**config.mk**
```make
export PLATFORM = sky130hd
export DESIGN_NAME = wb_arbiter2
export DESIGN_NICKNAME = d
export VERILOG_FILES = /design/src/rtl/wb_arbiter2.sv
export SDC_FILE = /design/constraint.sdc
export NUM_CORES = 1
export LEC_CHECK = 0
export ABC_AREA = 1
export CAP_MARGIN = 30
export CORE_AREA = 2 2 121 123
export DETAILED_ROUTE_END_ITERATION = 10
export DIE_AREA = 0 0 123 125
export SLEW_MARGIN = 20
export SYNTH_ARGS = -nofsm -noshare
export SYNTH_HDL_FRONTEND = slang
export SYNTH_SLANG_ARGS = --single-unit
```
**constraint.sdc**
```tcl
create_clock -name wb_clk_i -period 2.25 [get_ports wb_clk_i]
set_input_delay 0.5625 -clock wb_clk_i [delete_from_list [all_inputs] [get_ports wb_clk_i]]
set_output_delay 0.5625 -clock wb_clk_i [all_outputs]
set_load 0.005 [all_outputs]
```
**src/rtl/wb_arbiter2.sv**
```systemverilog
// Two-master, one-slave classic Wishbone arbiter with round-robin grants held per cyc
// and a per-access timeout that terminates stalled strobes with an error.
module wb_arbiter2 #(
  parameter int AW      = 32,
  parameter int DW      = 32,
  parameter int TIMEOUT = 255
) (
  input  logic            wb_clk_i,
  input  logic            wb_reset_i,
  input  logic [AW-1:0]   m0_adr_i,
  input  logic [DW-1:0]   m0_dat_i,
  output logic [DW-1:0]   m0_dat_o,
  input  logic            m0_we_i,
  input  logic [DW/8-1:0] m0_sel_i,
  input  logic            m0_cyc_i,
  input  logic            m0_stb_i,
  output logic            m0_ack_o,
  output logic            m0_err_o,
  input  logic [AW-1:0]   m1_adr_i,
  input  logic [DW-1:0]   m1_dat_i,
  output logic [DW-1:0]   m1_dat_o,
  input  logic            m1_we_i,
  input  logic [DW/8-1:0] m1_sel_i,
  input  logic            m1_cyc_i,
  input  logic            m1_stb_i,
  output logic            m1_ack_o,
  output logic            m1_err_o,
  output logic [AW-1:0]   s_adr_o,
  output logic [DW-1:0]   s_dat_o,
  output logic            s_we_o,
  output logic [DW/8-1:0] s_sel_o,
  output logic            s_cyc_o,
  output logic            s_stb_o,
  input  logic [DW-1:0]   s_dat_i,
  input  logic            s_ack_i
);

  // A zero TIMEOUT still needs a legal one-bit counter; it simply never leaves zero.
  localparam int CW = (TIMEOUT > 0) ? $clog2(TIMEOUT + 1) : 1;
  localparam logic [CW-1:0] TMO_CNT = CW'(TIMEOUT);
  localparam bit TMO_EN = (TIMEOUT > 0);

  typedef enum logic [1:0] {IDLE, GNT0, GNT1} state_t;

  state_t        state_q, state_d;
  logic          last_q, last_d;
  logic [CW-1:0] cnt_q, cnt_d;
  logic          gnt0, gnt1, tmo;

  always_ff @(posedge wb_clk_i or posedge wb_reset_i) begin
    if (wb_reset_i) begin
      state_q <= IDLE;
      last_q  <= 1'b1;
      cnt_q   <= '0;
    end else begin
      state_q <= state_d;
      last_q  <= last_d;
      cnt_q   <= cnt_d;
    end
  end

  always_comb begin
    state_d = state_q;
    last_d  = last_q;
    case (state_q)
      IDLE: begin
        if (m0_cyc_i && m1_cyc_i) begin
          // Tie goes to whoever was not served last.
          if (last_q) begin
            state_d = GNT0;
            last_d  = 1'b0;
          end else begin
            state_d = GNT1;
            last_d  = 1'b1;
          end
        end else if (m0_cyc_i) begin
          state_d = GNT0;
          last_d  = 1'b0;
        end else if (m1_cyc_i) begin
          state_d = GNT1;
          last_d  = 1'b1;
        end
      end
      GNT0:    if (!m0_cyc_i) state_d = IDLE;
      GNT1:    if (!m1_cyc_i) state_d = IDLE;
      default: state_d = IDLE;
    endcase
  end

  assign gnt0 = (state_q == GNT0);
  assign gnt1 = (state_q == GNT1);

  always_comb begin
    s_adr_o = '0;
    s_dat_o = '0;
    s_we_o  = 1'b0;
    s_sel_o = '0;
    s_cyc_o = 1'b0;
    s_stb_o = 1'b0;
    if (gnt0) begin
      s_adr_o = m0_adr_i;
      s_dat_o = m0_dat_i;
      s_we_o  = m0_we_i;
      s_sel_o = m0_sel_i;
      s_cyc_o = m0_cyc_i;
      s_stb_o = m0_stb_i;
    end else if (gnt1) begin
      s_adr_o = m1_adr_i;
      s_dat_o = m1_dat_i;
      s_we_o  = m1_we_i;
      s_sel_o = m1_sel_i;
      s_cyc_o = m1_cyc_i;
      s_stb_o = m1_stb_i;
    end
  end

  // An ack arriving in the expiry cycle wins over the error.
  assign tmo = TMO_EN && (gnt0 || gnt1) && (cnt_q == TMO_CNT) && !s_ack_i;

  always_comb begin
    cnt_d = cnt_q + CW'(1);
    if (!TMO_EN || state_d == IDLE || tmo || !s_stb_o || s_ack_i) cnt_d = '0;
  end

  assign m0_ack_o = s_ack_i & gnt0;
  assign m1_ack_o = s_ack_i & gnt1;
  assign m0_err_o = tmo & gnt0;
  assign m1_err_o = tmo & gnt1;
  assign m0_dat_o = s_dat_i;
  assign m1_dat_o = s_dat_i;

endmodule

```
==> metrics.txt, run 1 <==
Worst Path Max Fanout=13; area occupied by multi-input gates=1340 sq um; count of different cell masters after synthesis=21; Top FF cell, synth=dfrtp_1; drt total wl=11.0 mm; layout cell share with drive strength beyond 1=16.6%; top cells by count, synth=nand2_1 (163), nand3_1 (78), buf_4 (65), clkbuf_1 (21), inv_1 (16); post-synthesis sequential area ratio=12.6%; Syn Std Cell Area=2190 sq um; Die ar.=15400 sq um; Internal=0.00227 W; clk_lat worst skew=0.24 ns; Mapped Cells=391; DRT antenna net count=0; hold_buf cts=0; Mapped Nets=574; row cnt=44; f_max=443 MHz; Synth area leaders=nand2_1 (28%), buf_4 (22%), nand3_1 (18%); Slowest cell on crit path=dfrtp_1; setup tns final=-0.0119 ns; Reg area=278 sq um; Filler Cell Count=1571; count leader, synth=nand2_1; Initial Util=15.4%; Finished Layout Cells=756; CP arrival=1.69 ns; Top Ports=316; Final Hold Fails=0; M1 GR Usage=15.4%; dpl cells=729; total power=0.00391 W; Die Y=125 um; PwrDens=827 nW/um^2; Hold Crit Class=reg -> reg; CTS root buf=clkbuf_16; total track usage=12.8%; worst slack at placement=-0.136 ns; CTS sink count=11; M2 GR Usage=22.1%; Synth area leader=nand2_1; Ys Warns=0; detailed-route via count=2997; RSZ-0062 raised after global routing=yes; Switching Power=0.00164 W; vias per cell=3.96; Slew headroom=73.7%; TritonCTS buffer count=3; Final Worst Setup Slack=-0.00501 ns; clock power share=8.2%; clk slew on worst S/H paths=0.04 ns; fin crit period=2.26 ns; final instance area=4720 sq um; Die W=123 um; sw frac=41.9%; register bit count reported by yosys=11; top cell type's share of synthesized area=27.9%; CTS tree=done; post-synthesis async set-or-reset flop share=100%; Area Overhead vs Synth=116%; mean post-synth cell area=5.60 sq um; met3 Usage GRT=3.60%; Port-buffer cells=219; Logic pwr share=85.2%; # setup viols final=4; initial antenna violation count=0; dpl cell area=4280 sq um; Post-synth EDFFs=0; first-pass GRT wire length=15.5 mm; GRT overflow=0; core area=14200 sq um; Critical Path Max Stage Delay=0.39 ns; fin crit share=100%; Flop pwr share=6.6%; diode count=0; vias in the first global route=2916; max-cap viol count=0; kind of critical path=reg -> out; Worst Setup End Kind=output pin; Slew Viols, Final=0; GR peak layer=met2; final RePlAce weighted congestion=0.764; leakage=2.62 nW; failing checks=setup timing; DR iter-0 viols=75; Clock Skews=0.00301 ns; Cell Chain, Critical Path=inv_2 -> ha_4 -> clkinv_8 -> bufbuf_16 -> nand3_1 -> nand2_1 -> dlygate4sd2_1; CTS Buffer Depth=2; worst vdd ir=0.390 mV; post-DP HPWL=7.34 mm; status=finished, violations left; wire per inst=14.5 um; NumNets Final=756; Tightest Pin Transition=0.395 ns; nature of the critical path startpoint=flop; largest net degree at the start of global routing=33; Crit path required time=1.69 ns; Initial DRT Pass Iterations=4; drt drc=0; H-tree depth=1
## worst paths after layout
kind                                  from         end  slack [ns]  cells past startpoint
worst min-delay path              cnt_q[0]    cnt_q[0]        0.47                      1
max in group asynchronous       wb_reset_i      last_q        1.32                      2
worst max-delay path            state_q[1]  s_sel_o[1]      -0.005                      7
worst min register to register    cnt_q[0]    cnt_q[0]        0.47                      1
min in group asynchronous       wb_reset_i    cnt_q[7]        0.61                      2
worst max register to register  state_q[1]    cnt_q[2]        0.45                     13
## per-layer routing
metal / routed length, um / vias up
met2: 5160 / 142
met3: 1040 / 29
met4: 269 / 0
met1: 4500 / 1300
li1: - / 1526
met5: 0 / -
## critical path: cells and delay by family (launching register included)
family	cells	cell delay (ns)
simple gates	2	0.11
flops	1	0.39
fa+ha+maj	1	0.22
buf+inv	4	0.74
## layout by cell type, fill, tap and decap left out, drive strengths merged, types with 2 or more instances in the layout
cell type and count:
clkbuf 15, clkdlybuf4s15 7, nand3 78, ha 6, nor2 15, dfrtp 10, o21ai 2, dlygate4sd2 26
nand2 165, dlymetal6s2s 21, xnor2 3, xor2 3, inv 16, clkdlybuf4s50 144, buf 54
## through the flow
step | hold slack [ns] | utilization, %
6_report | 0.475 | 33.3
4_1_cts | 0.475 | 32.8
3_3_place_gp | 0.463 | 30.1
3_5_place_dp | 0.467 | 30.1
5_1_grt | 0.483 | 33.3
2_1_floorplan | 0.414 | -
## state kept, by name (all words and copies together) (netlist names)
register,count
cnt_q,8
state_q,2
last_q,1
## area by class of cell
type,count,area share (%)
Inverter,17,1.67
Clock buffer,4,1.67
Timing Repair Buffer,264,57.6
Multi-Input combinational cell,276,28.3
Sequential cell,11,5.88
Tap cell,184,4.87
## power groups by stage
| stage | Sequential [W] | Combinational, W | Clock (W) |
|---|---|---|---|
| global placement | 0.000249 | 0.00290 | 0 |
| detailed placement | 0.000250 | 0.00289 | 0 |
| CTS | 0.000254 | 0.00340 | 0.000333 |
| floorplan | 0.000255 | 0.00120 | 0 |
| global route | 0.000261 | 0.00364 | 0.000343 |
| finish | 0.000258 | 0.00333 | 0.000320 |
## timing repair
action,in CTS,in global routing
resized for setup,115,53
setup buffers,15,2
endpoints found under the setup margin,75,65
pin swaps,3,4
cloned,6,3
## kinds of logic after synthesis
group / share of synthesized area [%]
and+or+nand+nor: 51.0
buffers and inverters: 29.5
DFF: 12.6
xor gates and xnor gates: 2.40
adders and majority gates: 3.43
AOI/OAI and AO/OA: 1.03
No activity file was read; power rests on OpenSTA's default activity.
==> run 2: changes to the inputs <==
- SKIP_CTS_REPAIR_TIMING: unset -> 1
==> run 2 against run 1 <==
Effect of this change:
- the flow still finishes with violations (setup timing)
- flip-flop and latch count unchanged
- worst setup slack worse by 0.19 ns
- non-clock buffer count unchanged
- largest power group unchanged
==> metrics.txt, run 2 (synthesis results as in run 1) <==
status=finished, violations left; failing checks=setup timing; Crit path required time=1.69 ns (about the same); nature of the critical path startpoint=flop; Final Core Density=34.9% (+1.6 points); f_max=409 MHz (-7.9%); total track usage=10.9% (-1.9 points); H-tree depth=1 (unchanged); Hold Crit Class=reg -> reg; row cnt=44 (unchanged); Worst Path Max Fanout=40 (+27); most common cell after layout, fill and taps aside=nand2_1; CTS sink count=11 (unchanged); leakage=3.22 nW (+23%); clk_lat worst skew=0.24 ns (about the same); Die Y=125 um (unchanged); Initial DRT Pass Iterations=4 (unchanged); CTS tree=done; fin crit period=2.45 ns (+0.192 ns); NumNets Final=756 (unchanged); Top Ports=316 (unchanged); dpl cells=729 (unchanged); core area=14200 sq um (unchanged); kind of critical path=reg -> out; Slew Viols, Final=0 (unchanged); CTS root buf=clkbuf_16; clk slew on worst S/H paths=0.04 ns (about the same); # setup viols final=14 (+10); DR iter-0 viols=88 (+17%); Clock Skews=0.00305 ns (+0.0000385 ns); Final Worst Setup Slack=-0.197 ns (-0.192 ns); commonest cells after routing, fill and taps aside=nand2_1 (163), clkdlybuf4s50_1 (151), nand3_1 (77); detailed-route via count=2992 (-0.17%); Tightest Pin Transition=0.395 ns (+0.000478 ns); Die ar.=15400 sq um (unchanged); diode count=0 (unchanged); max-cap viol count=0 (unchanged); drt drc=0 (unchanged); worst reg2reg setup slack=0.46 ns (about the same); drt total wl=11.1 mm (+1.2%); Initial Util=15.4% (unchanged); Finished Layout Cells=756 (unchanged); initial antenna violation count=0 (unchanged); worst vdd ir=0.451 mV (+15%); vias in the first global route=2739 (-6.1%); wire per inst=14.7 um (+1.2%); Port-buffer cells=219 (unchanged); Final Hold Fails=0 (unchanged); setup tns final=-1.42 ns (-1.41 ns); RSZ-0062 raised after global routing=yes; post-DP HPWL=7.34 mm (unchanged); Die W=123 um (unchanged); layout cell share with drive strength beyond 1=11.5% (-5.1 points); Slew headroom=73.6% (about the same); first-pass GRT wire length=13.7 mm (-12%); vias per cell=3.96 (-0.17%); worst slack at placement=-0.136 ns (unchanged); total power=0.00404 W (+3.3%); max reg flops=8 (unchanged); GRT overflow=0 (unchanged); Area Overhead vs Synth=126%; PwrDens=815 nW/um^2 (-1.5%); final RePlAce weighted congestion=0.764 (unchanged); Biggest register=cnt_q; TritonCTS buffer count=3 (unchanged); CTS Buffer Depth=2 (unchanged); Reg area=277 sq um (-0.45%); largest net degree at the start of global routing=41 (+24%); largest registers=cnt_q (8), state_q (2), last_q (1); Filler Cell Count=1521 (-3.2%); DRT antenna net count=0 (unchanged); CP arrival=1.88 ns (+0.19 ns); fin crit share=109% (+8.5 points); area occupied by multi-input gates=1300 sq um (-3.1%); Worst Setup End Kind=output pin
## run 2: layout make-up
class	instances	share of cell area (%)
Timing Repair Buffer	264	60.5
Multi-Input combinational cell	276	26.2
Clock buffer	4	1.59
Inverter	17	1.54
Tap cell	184	4.65
Sequential cell	11	5.58
## run 2: per-layer routing
metal	GRT usage (%)	wire length [um]	vias up	share of wire [%]
met5	0	0	-	0
met4	3.68	286	0	2.6
met3	3.60	1030	32	9.3
met2	18.3	5240	140	47
met1	12.9	4550	1294	41
li1	-	-	1526	-
## run 2: critical path, stage by stage (launching register included)
cell and delay (ns):
dfrtp_1 0.36, inv_1 0.12, ha_4 0.23, buf_12 0.21, nand2_1 0.09, nand2_1 0.08
clkdlybuf4s50_1 0.52
## run 2: worst paths after layout
check,cells after the start,to,start
min in group asynchronous,2,cnt_q[7],wb_reset_i
max in group asynchronous,2,last_q,wb_reset_i
setup reg to reg,12,cnt_q[3],state_q[1]
hold reg to reg,1,cnt_q[0],cnt_q[0]
setup / recovery,6,s_dat_o[30],state_q[1]
hold / removal,1,cnt_q[0],cnt_q[0]
## run 2: where the power goes
group	internal (W)	switching, W	total, W
combinational	0.00196	0.00151	0.00347
sequential	0.000232	0.0000143	0.000247
clock	0.000237	0.0000827	0.000320
## run 2: through the flow
step	hold slack [ns]	cell area, sq um
3_3_place_gp	0.463	4280
6_report	0.476	4950
5_1_grt	0.483	4950
4_1_cts	0.475	4360
3_5_place_dp	0.467	4280
2_1_floorplan	0.414	2190
